<file path="config.mk">
export PLATFORM = sky130hd
export DESIGN_NAME = vga_timing_gen
export DESIGN_NICKNAME = d
export VERILOG_FILES = /design/src/rtl/vga_timing_pkg.sv /design/src/rtl/vga_delay_line.sv /design/src/rtl/vga_timing_gen.sv
export SDC_FILE = /design/constraint.sdc
export NUM_CORES = 1
export LEC_CHECK = 0
export CORE_ASPECT_RATIO = 1.25
export CORE_MARGIN = 2
export CORE_UTILIZATION = 35
export CTS_BUF_LIST = sky130_fd_sc_hd__clkbuf_16
export CTS_CLUSTER_DIAMETER = 100
export DETAILED_ROUTE_END_ITERATION = 7
export PLACE_DENSITY = 0.63
export SYNTH_ARGS = -nofsm -noshare
export SYNTH_HDL_FRONTEND = slang
export SYNTH_HIERARCHICAL = 1
export SYNTH_SLANG_ARGS = --single-unit
</file>
<file path="constraint.sdc">
create_clock -name i_clk -period 3.4 [get_ports i_clk]
set_input_delay 0.68 -clock i_clk [delete_from_list [all_inputs] [get_ports i_clk]]
set_output_delay 0.68 -clock i_clk [all_outputs]
set_load 0.05 [all_outputs]
</file>
<file path="src/rtl/vga_timing_pkg.sv">
// Timing constants for 800x600@60 (40 MHz pixel clock), sync polarities and
// small shared types/helpers for the VGA timing generator.
package vga_timing_pkg;

  localparam int unsigned VGA_H_SYNC = 128;
  localparam int unsigned VGA_H_BP   = 88;
  localparam int unsigned VGA_H_ACT  = 800;
  localparam int unsigned VGA_H_FP   = 40;
  localparam int unsigned VGA_V_SYNC = 4;
  localparam int unsigned VGA_V_BP   = 23;
  localparam int unsigned VGA_V_ACT  = 600;
  localparam int unsigned VGA_V_FP   = 1;

  localparam bit VGA_HS_POL = 1'b1;
  localparam bit VGA_VS_POL = 1'b1;

  localparam int unsigned VGA_H_TOTAL = VGA_H_SYNC + VGA_H_BP + VGA_H_ACT + VGA_H_FP;
  localparam int unsigned VGA_V_TOTAL = VGA_V_SYNC + VGA_V_BP + VGA_V_ACT + VGA_V_FP;

  localparam int unsigned VGA_PIPE_DELAY = 2;
  localparam int unsigned VGA_CW         = 11;

  // Number of colour bars in the built-in pattern and width of the bar index
  localparam int unsigned VGA_NUM_BARS = 8;
  localparam int unsigned VGA_BAR_W    = 3;

  typedef struct packed {
    logic hs;
    logic vs;
    logic de;
  } sync_t;

  // True when lo <= v < lo + len
  function automatic logic in_range(input int unsigned v, input int unsigned lo,
                                    input int unsigned len);
    return (v >= lo) && (v < lo + len);
  endfunction

endpackage

</file>
<file path="src/rtl/vga_delay_line.sv">
// Enabled shift register of configurable width and depth (DEPTH >= 1) with a
// per-bit reset value. o_tap is the value that o_q will take on the next
// enabled edge, so a register downstream can update in step with o_q.
module vga_delay_line #(
  parameter int unsigned         WIDTH   = 3,
  parameter int unsigned         DEPTH   = 1,
  parameter logic [WIDTH-1:0]    RST_VAL = '0
) (
  input  logic             i_clk,
  input  logic             i_rst,
  input  logic             i_en,
  input  logic [WIDTH-1:0] i_d,
  output logic [WIDTH-1:0] o_q,
  output logic [WIDTH-1:0] o_tap
);

  if (DEPTH < 1) begin : g_bad_depth
    $error("vga_delay_line: DEPTH must be at least 1");
  end

  logic [WIDTH-1:0] r_sr [DEPTH];

  // Shift one stage per enabled cycle; reset fills every stage with RST_VAL
  always_ff @(posedge i_clk or posedge i_rst) begin
    if (i_rst) begin
      for (int i = 0; i < int'(DEPTH); i++) begin
        r_sr[i] <= RST_VAL;
      end
    end else if (i_en) begin
      r_sr[0] <= i_d;
      for (int i = 1; i < int'(DEPTH); i++) begin
        r_sr[i] <= r_sr[i-1];
      end
    end
  end

  assign o_q = r_sr[DEPTH-1];

  if (DEPTH == 1) begin : g_tap_in
    assign o_tap = i_d;
  end else begin : g_tap_sr
    assign o_tap = r_sr[DEPTH-2];
  end

endmodule

</file>
<file path="src/rtl/vga_timing_gen.sv">
// Parametrised VGA timing generator: h/v counters, stage-0 pixel request with
// active-area coordinates, and hsync/vsync/de/rgb delayed by PIPE_DELAY enabled
// cycles. Optional colour-bar pattern guarded by VGA_TIMING_TEST_PATTERN_EN.
module vga_timing_gen
  import vga_timing_pkg::*;
#(
  parameter int unsigned H_SYNC     = VGA_H_SYNC,
  parameter int unsigned H_BP       = VGA_H_BP,
  parameter int unsigned H_ACT      = VGA_H_ACT,
  parameter int unsigned H_FP       = VGA_H_FP,
  parameter int unsigned V_SYNC     = VGA_V_SYNC,
  parameter int unsigned V_BP       = VGA_V_BP,
  parameter int unsigned V_ACT      = VGA_V_ACT,
  parameter int unsigned V_FP       = VGA_V_FP,
  parameter bit          HS_POL     = VGA_HS_POL,
  parameter bit          VS_POL     = VGA_VS_POL,
  parameter int unsigned PIPE_DELAY = VGA_PIPE_DELAY,
  parameter int unsigned CW         = VGA_CW
) (
  input  logic          i_clk,
  input  logic          i_rst,
  input  logic          i_en,
  input  logic [2:0]    i_rgb_in,
  input  logic          i_pattern_en,
  output logic          o_req,
  output logic [CW-1:0] o_x,
  output logic [CW-1:0] o_y,
  output logic          o_frame_start,
  output logic          o_hsync,
  output logic          o_vsync,
  output logic          o_de,
  output logic [2:0]    o_rgb
);

  localparam int unsigned H_TOTAL     = H_SYNC + H_BP + H_ACT + H_FP;
  localparam int unsigned V_TOTAL     = V_SYNC + V_BP + V_ACT + V_FP;
  localparam int unsigned H_ACT_START = H_SYNC + H_BP;
  localparam int unsigned V_ACT_START = V_SYNC + V_BP;

  if ((64'(H_TOTAL) >= (64'd1 << CW)) || (64'(V_TOTAL) >= (64'd1 << CW))) begin : g_bad_cw
    $error("vga_timing_gen: H_TOTAL and V_TOTAL must be below 2**CW");
  end
  if (PIPE_DELAY > 15) begin : g_bad_delay
    $error("vga_timing_gen: PIPE_DELAY must be 0..15");
  end

  // Delay-line word: {hs, vs, de} plus the bar index when the pattern is built
`ifdef VGA_TIMING_TEST_PATTERN_EN
  localparam int unsigned DL_W = 3 + VGA_BAR_W;
  localparam logic [DL_W-1:0] DL_RST = {!HS_POL, !VS_POL, 1'b0, {VGA_BAR_W{1'b0}}};
`else
  localparam int unsigned DL_W = 3;
  localparam logic [DL_W-1:0] DL_RST = {!HS_POL, !VS_POL, 1'b0};
`endif
  localparam int unsigned DE_BIT = DL_W - 3;

  logic [CW-1:0]   r_hcnt, r_vcnt, w_hcnt_d, w_vcnt_d;
  logic            w_h_last, w_v_last;
  sync_t           w_s0;
  logic [CW-1:0]   w_x_d, w_y_d;
  logic            w_fs_d;
  logic            r_req, r_fs;
  logic [CW-1:0]   r_x, r_y;
  logic [DL_W-1:0] w_dl_d, w_dl_q, w_dl_tap;
  logic [2:0]      w_rgb_d, r_rgb;

  // Counter next-state: hcnt wraps at H_TOTAL-1 and carries into vcnt
  always_comb begin
    w_h_last = (r_hcnt == CW'(H_TOTAL - 1));
    w_v_last = (r_vcnt == CW'(V_TOTAL - 1));
    w_hcnt_d = w_h_last ? '0 : r_hcnt + CW'(1);
    w_vcnt_d = r_vcnt;
    if (w_h_last) begin
      w_vcnt_d = w_v_last ? '0 : r_vcnt + CW'(1);
    end
  end

  // Counter registers
  always_ff @(posedge i_clk or posedge i_rst) begin
    if (i_rst) begin
      r_hcnt <= '0;
      r_vcnt <= '0;
    end else if (i_en) begin
      r_hcnt <= w_hcnt_d;
      r_vcnt <= w_vcnt_d;
    end
  end

  // Stage-0 decode of the current counter position
  always_comb begin
    w_s0.hs = (r_hcnt < CW'(H_SYNC)) ? HS_POL : !HS_POL;
    w_s0.vs = (r_vcnt < CW'(V_SYNC)) ? VS_POL : !VS_POL;
    w_s0.de = in_range(32'(r_hcnt), H_ACT_START, H_ACT) &&
              in_range(32'(r_vcnt), V_ACT_START, V_ACT);
    w_x_d   = w_s0.de ? r_hcnt - CW'(H_ACT_START) : '0;
    w_y_d   = w_s0.de ? r_vcnt - CW'(V_ACT_START) : '0;
    w_fs_d  = (r_hcnt == '0) && (r_vcnt == '0);
  end

  // Stage-0 request/coordinate registers
  always_ff @(posedge i_clk or posedge i_rst) begin
    if (i_rst) begin
      r_req <= 1'b0;
      r_x   <= '0;
      r_y   <= '0;
      r_fs  <= 1'b0;
    end else if (i_en) begin
      r_req <= w_s0.de;
      r_x   <= w_x_d;
      r_y   <= w_y_d;
      r_fs  <= w_fs_d;
    end
  end

  // The first delay-line stage is stage 0 itself, hence DEPTH = PIPE_DELAY + 1
`ifdef VGA_TIMING_TEST_PATTERN_EN
  logic [VGA_BAR_W-1:0] w_bar_d;
  assign w_bar_d = VGA_BAR_W'((32'(w_x_d) * VGA_NUM_BARS) / H_ACT);
  assign w_dl_d  = {w_s0, w_bar_d};
`else
  assign w_dl_d  = w_s0;
`endif

  vga_delay_line #(
    .WIDTH   (DL_W),
    .DEPTH   (PIPE_DELAY + 1),
    .RST_VAL (DL_RST)
  ) u_sync_dly (
    .i_clk (i_clk),
    .i_rst (i_rst),
    .i_en  (i_en),
    .i_d   (w_dl_d),
    .o_q   (w_dl_q),
    .o_tap (w_dl_tap)
  );

  // Colour select for the edge that loads de; rgb_in is sampled on that edge
  always_comb begin
    w_rgb_d = 3'b000;
    if (w_dl_tap[DE_BIT]) begin
      w_rgb_d = i_rgb_in;
`ifdef VGA_TIMING_TEST_PATTERN_EN
      if (i_pattern_en) begin
        w_rgb_d = w_dl_tap[VGA_BAR_W-1:0];
      end
`endif
    end
  end

  // Output colour register, updated together with the delay line
  always_ff @(posedge i_clk or posedge i_rst) begin
    if (i_rst) begin
      r_rgb <= 3'b000;
    end else if (i_en) begin
      r_rgb <= w_rgb_d;
    end
  end

`ifdef VGA_TIMING_TEST_PATTERN_EN
  // Delayed bar index is consumed through the tap, not the final stage
  logic w_unused_bar;
  assign w_unused_bar = ^w_dl_q[VGA_BAR_W-1:0];
`else
  logic w_unused_pattern_en;
  assign w_unused_pattern_en = i_pattern_en;
`endif

  assign o_req         = r_req;
  assign o_x           = r_x;
  assign o_y           = r_y;
  assign o_frame_start = r_fs;
  assign o_hsync       = w_dl_q[DL_W-1];
  assign o_vsync       = w_dl_q[DL_W-2];
  assign o_de          = w_dl_q[DE_BIT];
  assign o_rgb         = r_rgb;

endmodule
</file>
==> metrics.txt <==
layout cells sized above 1 11.8%; WHS 0.478 ns; WL final 6810 µm; CORE AREA 0.00865 mm²; DRC viols 0; min cycle time layout 2.38 ns; Post-Syn Area 0.00311 mm²; # hold bufs at CTS 0; Max-slew headroom 30.9%; max_cap viols 0; Area Overhead vs Synth 20.3%; FILL cells 842; WP data required 3.61 ns; clk_lat worst skew 0.33 ns; Final HPWL DP 4690 µm; actual slew at the worst max-slew pin 1.03 ns; CP delay by family, top compound AO/OA/AOI/OAI gates; setup bufs post-CTS 0; Leak 1.58 nW; RSZ-0062 raised after global routing no; hold endpoint o_y[0]; Worst setup EP type flop; GRT Total Usage 15.6%; Crit Path Max Fanout 12; Seq. cell area 0.00145 mm²; H-tree levels 3; max-slew violations 0; crit-path cells ha_1 -> o211ai_2 -> a221oi_2 -> o221ai_2 -> buf_4 -> o41ai_1; setup TNS 0 ns; clock-pin slew on the worst setup and hold paths 0.05 ns; flop2flop setup slack 1.02 ns; clock sink total 58; Max Buffers Root-to-Sink 2; final setup fails 0; number of DRC markers in iteration 0 232; pwr/cell area 462 mW/mm²; synthesized instance count 301; row count 38; routed len/inst 15.1 µm; Final Hold Viols 0; Placer Congestion 0.842; vias per cell 5.19; maximum VDD drop 0.000233 V; Worst Hold Class reg -> reg; Slowest cell on crit path dfrtp_1; ratio of final minimum period to clock period 70.1%; yosys warns 6; Hold Path Origin o_y[0]; CP Launch Type flop; clock skew 0.00594 ns; Reg-to-Reg Start r_hcnt[3]; grt ovf 0; Starting Density 35.9%; final core utilization 43.2%; R2R cell count 6; vias in the first global route 2311; first-pass GRT wire length 11500 µm; CTS tree built; Die Y 109 µm; initial antenna violation count 0; detailed-router iteration count before antenna repair 4; hold path depth 2; Antenna Cells 0; post-CTS resize count 0; post-route ant nets 0; CP peak stage delay 0.49 ns; die area 0.00965 mm²; Avg Cell Area, Syn 10.3 µm²; status completed; number of nets in the layout 337; via count 2335; largest net degree at the start of global routing 50; syn_nets 313; # IOs 37; CTS Buf Count 9; area occupied by multi-input gates 0.00143 mm²; IO Port Bufs 35; Critical Path AT 2.59 ns; CTS Root Cell clkbuf_16; Chip Width 88.3 µm; Setup CP Type reg -> reg; Critical path buffers and inverters 1; R2R Path End o_x[8]; Max Freq 420 MHz
-- where the power goes --
group / internal (mW) / total, mW / switching [mW] / leakage [nW]
clock network: 0.482 / 0.784 / 0.302 / 0.130
registers: 0.722 / 0.782 / 0.0603 / 0.769
logic: 0.0643 / 0.161 / 0.0968 / 0.679
-- worst max path at each step --
stage / cells past startpoint / endpoint / from / slack [ns]
after detailed placement: 5 / o_x[8] / i_en / 0.88
after CTS: 6 / o_x[8] / r_hcnt[3] / 0.99
after global routing: 6 / o_x[8] / r_hcnt[4] / 0.85
after global placement: 5 / o_x[8] / i_en / 0.88
after floorplan: 7 / u_sync_dly/r_sr[6] / r_vcnt[0] / 1.54
final: 6 / o_x[8] / r_hcnt[3] / 1.02
-- registers in the layout, summed over array words and instances (netlist names) --
| register | count |
|---|---|
| o_frame_start | 1 |
| o_req | 1 |
| o_rgb | 3 |
| o_x | 11 |
| o_y | 11 |
| r_hcnt | 11 |
| r_vcnt | 11 |
| u_sync_dly/o_q | 3 |
| u_sync_dly/o_tap | 3 |
| u_sync_dly/r_sr | 3 |
-- tightest hold or removal path, stage by stage (launching register included) --
cell and delay (ns):
dfrtp_1 0.33, nand2_1 0.06, o41ai_2 0.05
-- placed cells by master, fill, tap and decap left out, drive strengths merged, types with 2 or more instances in the layout --
| cell | n |
|---|---|
| mux2i | 2 |
| a21oi | 8 |
| or3 | 3 |
| dfrtp | 58 |
| nand3 | 24 |
| o211ai | 2 |
| and3 | 5 |
| clkdlybuf4s50 | 35 |
| nor2 | 16 |
| nand4 | 10 |
| o2bb2ai | 9 |
| nor2b | 3 |
| xor2 | 12 |
| buf | 3 |
| clkbuf | 9 |
| mux2 | 9 |
| o41ai | 9 |
| o32ai | 5 |
| nand2 | 21 |
| o21ai | 16 |
| clkinv | 5 |
| and2 | 4 |
| ha | 5 |
| xnor2 | 14 |
| and4 | 2 |
| clkinvlp | 2 |
| nor3 | 7 |
| nor4 | 3 |
| inv | 19 |
-- metrics by stage --
stage          instance area (µm²)  setup slack (ns)  cells  total power [mW]
2_1_floorplan                 3110              1.54    301             0.910
3_3_place_gp                  3480             0.880    434             0.948
3_5_place_dp                  3480             0.875    434             0.953
4_1_cts                       3740             0.994    450              1.75
5_1_grt                       3740             0.847    450              1.81
6_report                      3740              1.02    450              1.73
-- final cells by class --
cell class,instances,area share (%)
Clock buffer,9,6.02
Clock inverter,7,1.00
Inverter,19,1.91
Multi-Input combinational cell,199,38.3
Sequential cell,58,38.8
Tap cell,120,4.01
Timing Repair Buffer,38,9.97
-- metal layers --
metal / up-vias / global-route usage (%) / part of all wire [%]
li1: 1116 / - / -
met1: 1147 / 19.8 / 45
met2: 61 / 25.0 / 49
met3: 11 / 3.75 / 4.6
met4: 0 / 7.36 / 2.1
met5: - / 0 / 0
Power figures use the tool's default switching activity.
